### src/rtl/cpu_pkg.sv
// Shared fetch-stage types and constants.
// Imported by the instruction fetch unit.
package cpu_pkg;

  typedef enum logic [1:0] {
    IDLE    = 2'd0,
    REQ     = 2'd1,
    HOLD    = 2'd2,
    DISCARD = 2'd3
  } fetch_state_t;

  localparam logic [31:0] NOP_INSTR   = 32'h0000_0000;
  localparam int          OPCODE_MSB  = 31;
  localparam int          OPCODE_LSB  = 26;
  localparam logic [31:0] INSTR_BYTES = 32'd4;
  localparam logic [31:0] ALIGN_MASK  = 32'hFFFF_FFFC;

  function automatic logic [31:0] word_align(
    input logic [31:0] a
  );
    return a & ALIGN_MASK;
  endfunction

endpackage

### src/rtl/instr_fetch_unit.sv
// Instruction fetch: PC, imem req/ack handshake,
// one-word skid buffer and the IF/ID register.
module instr_fetch_unit
  import cpu_pkg::*;
#(
  parameter logic [31:0] RESET_PC = 32'h0000_0000
) (
  input  logic        clk,
  input  logic        reset,
  output logic        imem_req,
  output logic [31:0] imem_addr,
  input  logic        imem_ack,
  input  logic [31:0] imem_rdata,
  input  logic        stall,
  input  logic        branch_taken,
  input  logic [31:0] branch_target,
  output logic        id_valid,
  output logic [31:0] id_instr,
  output logic [31:0] id_pc_plus4,
  output logic [5:0]  id_opcode
);

  fetch_state_t state_q, state_d;
  logic [31:0]  pc_q, pc_d;
  logic [31:0]  req_addr_q, req_addr_d;
  logic [31:0]  buf_q, buf_d;
  logic [31:0]  buf_pc4_q, buf_pc4_d;
  logic         id_valid_q, id_valid_d;
  logic [31:0]  id_instr_q, id_instr_d;
  logic [31:0]  id_pc4_q, id_pc4_d;

  logic [31:0]  tgt;
  logic [31:0]  seq;

  assign tgt = word_align(branch_target);
  assign seq = req_addr_q + INSTR_BYTES;

  // Next-state, datapath updates and request output.
  always_comb begin
    state_d    = state_q;
    pc_d       = pc_q;
    req_addr_d = req_addr_q;
    buf_d      = buf_q;
    buf_pc4_d  = buf_pc4_q;
    id_valid_d = stall ? id_valid_q : 1'b0;
    id_instr_d = id_instr_q;
    id_pc4_d   = id_pc4_q;
    imem_req   = 1'b0;

    unique case (state_q)
      IDLE: begin
        state_d = REQ;
        if (branch_taken) begin
          pc_d       = tgt;
          req_addr_d = tgt;
        end
      end

      REQ: begin
        imem_req = 1'b1;
        if (branch_taken) begin
          pc_d = tgt;
          // With an ack the stale word is
          // dropped here; otherwise the old
          // request must still complete.
          if (imem_ack) begin
            req_addr_d = tgt;
          end else begin
            state_d = DISCARD;
          end
        end else if (imem_ack) begin
          pc_d       = seq;
          req_addr_d = seq;
          if (!id_valid_q || !stall) begin
            id_valid_d = 1'b1;
            id_instr_d = imem_rdata;
            id_pc4_d   = seq;
          end else begin
            buf_d     = imem_rdata;
            buf_pc4_d = seq;
            state_d   = HOLD;
          end
        end
      end

      HOLD: begin
        if (branch_taken) begin
          pc_d       = tgt;
          req_addr_d = tgt;
          state_d    = REQ;
        end else if (!stall) begin
          id_valid_d = 1'b1;
          id_instr_d = buf_q;
          id_pc4_d   = buf_pc4_q;
          state_d    = REQ;
        end
      end

      DISCARD: begin
        imem_req = 1'b1;
        if (branch_taken) begin
          pc_d = tgt;
        end
        // Newest target (possibly this
        // cycle's) becomes the next fetch.
        if (imem_ack) begin
          req_addr_d = pc_d;
          state_d    = REQ;
        end
      end

      default: begin
        state_d = IDLE;
      end
    endcase

    if (branch_taken) begin
      id_valid_d = 1'b0;
    end
  end

  // State and datapath registers.
  always_ff @(posedge clk or posedge reset) begin
    if (reset) begin
      state_q    <= IDLE;
      pc_q       <= RESET_PC;
      req_addr_q <= RESET_PC;
      buf_q      <= NOP_INSTR;
      buf_pc4_q  <= '0;
      id_valid_q <= 1'b0;
      id_instr_q <= NOP_INSTR;
      id_pc4_q   <= '0;
    end else begin
      state_q    <= state_d;
      pc_q       <= pc_d;
      req_addr_q <= req_addr_d;
      buf_q      <= buf_d;
      buf_pc4_q  <= buf_pc4_d;
      id_valid_q <= id_valid_d;
      id_instr_q <= id_instr_d;
      id_pc4_q   <= id_pc4_d;
    end
  end

  assign imem_addr   = req_addr_q;
  assign id_valid    = id_valid_q;
  assign id_instr    = id_instr_q;
  assign id_pc_plus4 = id_pc4_q;
  assign id_opcode   =
    id_instr_q[OPCODE_MSB:OPCODE_LSB];

endmodule
### config.mk
export PLATFORM = sky130hd
export DESIGN_NAME = instr_fetch_unit
export DESIGN_NICKNAME = d
export VERILOG_FILES = /design/src/rtl/cpu_pkg.sv /design/src/rtl/instr_fetch_unit.sv
export SDC_FILE = /design/constraint.sdc
export NUM_CORES = 1
export LEC_CHECK = 0
export CORE_UTILIZATION = 53
export CTS_BUF_LIST = sky130_fd_sc_hd__clkbuf_4 sky130_fd_sc_hd__clkbuf_8 sky130_fd_sc_hd__clkbuf_16
export DETAILED_ROUTE_END_ITERATION = 8
export PLACE_DENSITY = 0.91
export SKIP_CTS_REPAIR_TIMING = 1
export SLEW_MARGIN = 20
export SYNTH_ARGS = -nofsm -noshare
export SYNTH_HDL_FRONTEND = slang
export SYNTH_SLANG_ARGS = --single-unit
### constraint.sdc
create_clock -name clk -period 7.97 [get_ports clk]
set_input_delay 0.797 -clock clk [delete_from_list [all_inputs] [get_ports clk]]
set_output_delay 0.797 -clock clk [all_outputs]
set_load 0.01 [all_outputs]
# Word level (Yosys, flattened, before mapping)

Cells that the tools add are included.

Add/sub/neg operators: 1
Eq/ne operators: 14
Multiplexer cells: 36
Bitwise logic cells: 2
Reduce and logical (&&, ||, !) cells: 12

Operator list:

| cell                                                                     | number |
|---|---|
| 32-bit two-way mux                                                       | 17 |
| 32-bit one-hot mux with 2 select lines                                   | 3 |
| 32-bit one-hot mux with 3 select lines                                   | 1 |
| 32-bit by 3-bit adder with 32-bit output (second input constant)         | 1 |
| 2-bit two-way mux                                                        | 7 |
| 2-bit inequality test (second input constant)                            | 6 |
| 3-bit inequality test (second input constant)                            | 4 |
| 2-bit one-hot mux with 4 select lines                                    | 1 |
| 1-bit two-way mux                                                        | 6 |
| 6-bit AND reduction                                                      | 1 |
| 5-bit AND reduction                                                      | 1 |
| 2-bit == test (second input constant)                                    | 2 |
| 4-bit AND reduction                                                      | 1 |
| 2-bit OR reduction                                                       | 2 |
| 3-bit AND reduction                                                      | 1 |
| 3-bit OR reduction                                                       | 1 |
| 2-bit by 1-bit == test with 1-bit output (second input constant)         | 1 |
| 1-bit logical NOT                                                        | 2 |
| 2-bit logical NOT                                                        | 1 |
| 2-bit by 1-bit inequality test with 1-bit output (second input constant) | 1 |
| 1-bit NOT                                                                | 2 |
| 1-bit one-hot mux with 2 select lines                                    | 1 |
| 2-bit nonzero test                                                       | 1 |
| 1-bit logical OR                                                         | 1 |

Register bits: 195
Bits of input ports: 69
Output and inout port bits: 104
Word-level logic and storage cells: 73

# Logic depth before layout (Yosys ltp)

Depth after elaboration: 6
Mapped depth: 10
Depth with buffers taken out: 7

# Least setup slack after synthesis

OpenSTA, ideal clock, no wires.

Path kind: input to register
Start point: input port imem_ack
End point: register buf_pc4_q[17]
Setup time: 0.133 ns
Arrival time: 2.163 ns
Required time: 7.837 ns
Slack: 5.674 ns
Stages: 7
Buffers on the path: 4
Path through: buf_2 nand3_1 nor2_1 buf_1 buf_2 buf_1 a21oi_1

Longest elaborated chain between the ends: 1

RTL lines:

| what                                 | RTL line                | RTL |
|---|---|---|
| from (decl)                          | instr_fetch_unit.sv:12  | `input logic imem_ack,` |
| 4-bit AND reduction (no source line) | --                      |  |
| to (signal assigned)                 | instr_fetch_unit.sv:138 | `buf_pc4_q <= buf_pc4_d;` |
| to (decl)                            | instr_fetch_unit.sv:27  | `logic [31:0] buf_pc4_q, buf_pc4_d;` |

No other way between the ends.
A chain may end at the register's enable or synchronous reset.

# Worst setup path after layout

Start point: register state_q[1]
End point: register id_pc4_q[28] (netlist: id_pc_plus4[28])

Longest elaborated chain between the ends: 3
Elaborated cells on any way between the ends: 10
Those cells by class: 7 x eq/ne; 1 x mux; 2 x reduce/logical

RTL lines:

| what                                                                                | RTL line                | RTL |
|---|---|---|
| from (decl)                                                                         | instr_fetch_unit.sv:23  | `fetch_state_t state_q, state_d;` |
| from (signal assigned)                                                              | instr_fetch_unit.sv:134 | `state_q <= state_d;` |
| 2-bit by 1-bit == test with 1-bit output / 2-bit == test (equally long branches)    | instr_fetch_unit.sv:50  | `unique case (state_q)` |
| 2-bit inequality test (no source line) / 2-bit nonzero test (equally long branches) | --                      |  |
| 6-bit AND reduction (no source line)                                                | --                      |  |
| to (signal assigned)                                                                | instr_fetch_unit.sv:141 | `id_pc4_q <= id_pc4_d;` |
| to (decl)                                                                           | instr_fetch_unit.sv:30  | `logic [31:0] id_pc4_q, id_pc4_d;` |

Parallel ways exist; a longest one is shown, timed or not.

==> out/metrics.yaml <==
min_path:
  worstHoldPathCells: 2
  hold_path.class: "flop to flop"
route:
  viasPerCell: 6.206
  first_iter_violations: 789
  vias: 8118
  postRouteAntennaNets: 0
  drc: 0
  first_pass_iters: 8
  routedWlPerCell_um: 19.67
  routed_wl_mm: 25.73
sta:
  max_freq_ghz: 0.2545
  period_minus_slack_ns: 3.929
  timing.final.crit_share: 0.4930
  tns_ns: 0
  rsz0062_at_grt: "no"
  worstMarginPinSlew_ns: 1.103
  setup_viol: 0
  maxSlewViolCount: 0
  hold_viol: 0
  skew_ns: 0.01222
  slew_headroom: 0.2645
yosys:
  synth_top_area_cell: "dfrtp_1"
  synth_area_um2: 9585
  synth.top_cell.area_share: 0.5091
  synthAdderAreaFrac: 0.006527
  syn_inst: 950
  ys_ff_latch: 195
  synthTopCellsByArea: "dfrtp_1, mux2i_1, o21ai_0"
  synth_fp_nets: 1024
  synth.distinct_cells: 58
  synth_xor_area_frac: 0.02467
  ys.flop_type: "dfrtp_1"
  synth_edf_count: 0
  ys_async_sr_fraction: 1.000
  synth-simple-area-share: 0.1382
  syn_area_per_cell_um2: 10.09
  synth_compound_area_frac: 0.1672
  yosys_warnings: 0
  ys_seq_area_frac: 0.5091
  synthMuxAreaShare: 0.1070
  synth_top_family_by_area: "compound AO/OA/AOI/OAI gates"
critical_path:
  critPathKind: "flop to flop"
  crit_chain: "inv_1 > ha_1 > nand2_1 > nor3_1 > o21ba_2 > nand2_1 > o211ai_1"
  critPathLaunchType: "flop"
  crit_top_cell: "nand2_1"
  end_kind: "flop"
  ff2ff_path_depth: 7
  cp_slowest_cell: "nand2_1"
  cp_num_buf_inv: 1
  slowest_delay_ns: 0.75
  path_max_fanout: 22
  crit_family: "simple AND/OR/NAND/NOR gates"
  cp.required_ns: 8.31
  path_depth: 7
  arrival_ns: 4.27
global_routing:
  grt.overflow.total: 0
  grt_usage: 0.2838
  antenna_found_initial: 1
  grt_max_degree: 128
  grt_pass1_vias: 7822
  grt_pass1_wl_mm: 40.19
clock_network:
  cts_buffers: 17
  cts_tree: "yes"
  h-tree-depth: 4
  cts_root_buf: "clkbuf_16"
  clock_sinks: 195
  clk_pin_slew_ns: 0.07
  clock_path_buffers: 2
  clock_latency_ns: 0.44
finish:
  design_area_um2: 11890
  area_delta_synth_final_pct: 24.08
  fin_nets: 1142
  drive_gt1_frac: 0.09251
  n_fill_cell: 1311
pwr:
  pwr_density_cell_nw_per_um2: 376.3
  peakVddDrop_mv: 0.2252
  p_leak_nw: 4.963
floorplanning:
  die_w_um: 136.5
  die_area_um2: 18630
  fp.dieH_um: 136.5
  num_rows: 48
  core_area_um2: 17480
  start_util: 0.5485
  pin_count: 173
placed_design:
  gp_congestion: 0.8649
  port_buffers: 170
  dpl-instance-area_um2: 11270
  dp_hpwl_mm: 16.87
status:
  status: "complete, no violations"
flow_run:
  drv_cap: 0
-- synthesized netlist by cell type, types with 4 or more instances --
cell / n
buf_4: 9
nor3b_1: 8
xor2_1: 8
o21ai_0: 103
clkbuf_1: 41
a221oi_1: 9
nand2b_1: 4
and3_1: 5
nand4_1: 11
dfrtp_1: 195
nor2_1: 61
o31a_1: 5
a222oi_1: 7
buf_2: 10
a22oi_1: 7
nand3_1: 29
a2bb2oi_1: 7
ha_1: 5
nand2_1: 122
a21oi_1: 56
o211ai_1: 18
buf_1: 9
buf_6: 4
mux2_2: 44
o22ai_1: 9
nor3_1: 11
and2_1: 4
mux2i_1: 53
o221ai_1: 7
inv_1: 16
a221o_1: 5
xnor2_1: 19
-- cells by family after synthesis --
family                   count (synthesis)
flip-flops                             195
adder cells (fa/ha/maj)                  5
multiplexers                            97
buffers and inverters                   94
AND/OR/NAND/NOR                        275
XOR/XNOR                                27
AO/OA/AOI/OAI                          257
-- registers in the layout, indices dropped and copies added, names as in the netlist --
| signal | count |
|---|---|
| state_q | 2 |
| id_pc_plus4 | 32 |
| id_valid | 1 |
| imem_addr | 32 |
| id_instr | 32 |
| pc_q | 32 |
| buf_q | 32 |
| buf_pc4_q | 32 |
-- final cells by class --
type / count / area [µm²] / area share
Sequential cell: 195 / 4880 / 0.4103
Multi-Input combinational cell: 661 / 4294 / 0.3610
Timing Repair Buffer: 177 / 1749 / 0.1471
Clock buffer: 18 / 439.2 / 0.03692
Tap cell: 225 / 281.5 / 0.02367
Clock inverter: 14 / 177.7 / 0.01494
Inverter: 16 / 67.56 / 0.005681
Antenna cell: 2 / 5.005 / 0.0004208
-- routing by layer --
| layer | global-route usage | vias up | share of wire |
|---|---|---|---|
| li1 | - | 3653 | - |
| met1 | 0.3521 | 3961 | 0.39 |
| met2 | 0.4577 | 428 | 0.48 |
| met3 | 0.06488 | 76 | 0.087 |
| met4 | 0.1574 | 0 | 0.045 |
| met5 | 0 | - | 0 |
-- where the power goes --
group | leakage (nW) | switching [mW] | total (mW) | internal (mW)
registers | 2.49 | 0.339 | 1.71 | 1.37
logic | 2.16 | 0.979 | 1.86 | 0.878
clock network | 0.307 | 0.420 | 0.910 | 0.490
total | 4.96 | 1.74 | 4.48 | 2.74
-- final timing paths --
path	slack [ns]	from	endpoint
max in group asynchronous	5.57	reset	id_pc_plus4[24]
worst max-delay path	4.04	state_q[1]	id_pc_plus4[28]
min in group asynchronous	0.91	reset	id_instr[21]
worst min-delay path	0.48	id_pc_plus4[8]	id_pc_plus4[8]
worst max register to register	4.04	state_q[1]	id_pc_plus4[28]
worst min register to register	0.48	id_pc_plus4[8]	id_pc_plus4[8]
-- worst reg2reg max path, stage by stage, from the launching register on --
cell and delay, ns:
dfrtp_1 0.44, inv_1 0.13, ha_1 0.59, nand2_1 0.75, nor3_1 0.59, o21ba_2 0.52, nand2_1 0.46, o211ai_1 0.33
-- stage by stage --
stage / total power, mW / setup WS, ns / hold WS [ns] / util / instances
final: 4.476 / 4.041 / 0.4811 / 0.6806 / 1308
after global routing: 4.720 / 3.788 / 0.5035 / 0.6804 / 1307
after CTS: 4.467 / 4.162 / 0.4857 / 0.6803 / 1306
after detailed placement: 3.546 / 3.993 / 0.4696 / 0.6450 / 1274
after global placement: 3.462 / 4.019 / 0.4605 / 0.6450 / 1274
after floorplan: 2.742 / 1.861 / 0.4753 / - / 950
-- cell usage in the layout, fill, tap and decap left out, types with 4 or more instances in the layout --
cell / instances
mux2i_1: 53
nand2b_1: 4
and3_1: 5
o21ai_0: 103
nand4_1: 11
o31a_1: 5
a221o_1: 5
nand3_1: 29
nor3b_1: 8
a2bb2oi_1: 7
clkbuf_16: 17
clkdlybuf4s50_1: 169
a22oi_1: 7
buf_4: 7
xor2_1: 8
and2_1: 4
a221oi_1: 9
mux2_2: 44
nor2_1: 60
xnor2_1: 19
a21oi_1: 56
inv_6: 7
o221ai_1: 7
nor3_1: 11
dfrtp_1: 195
a222oi_1: 7
ha_1: 4
o22ai_1: 8
nand2_1: 122
o211ai_1: 18
inv_1: 15
inv_8: 6
(Power assumes the default switching activity.)
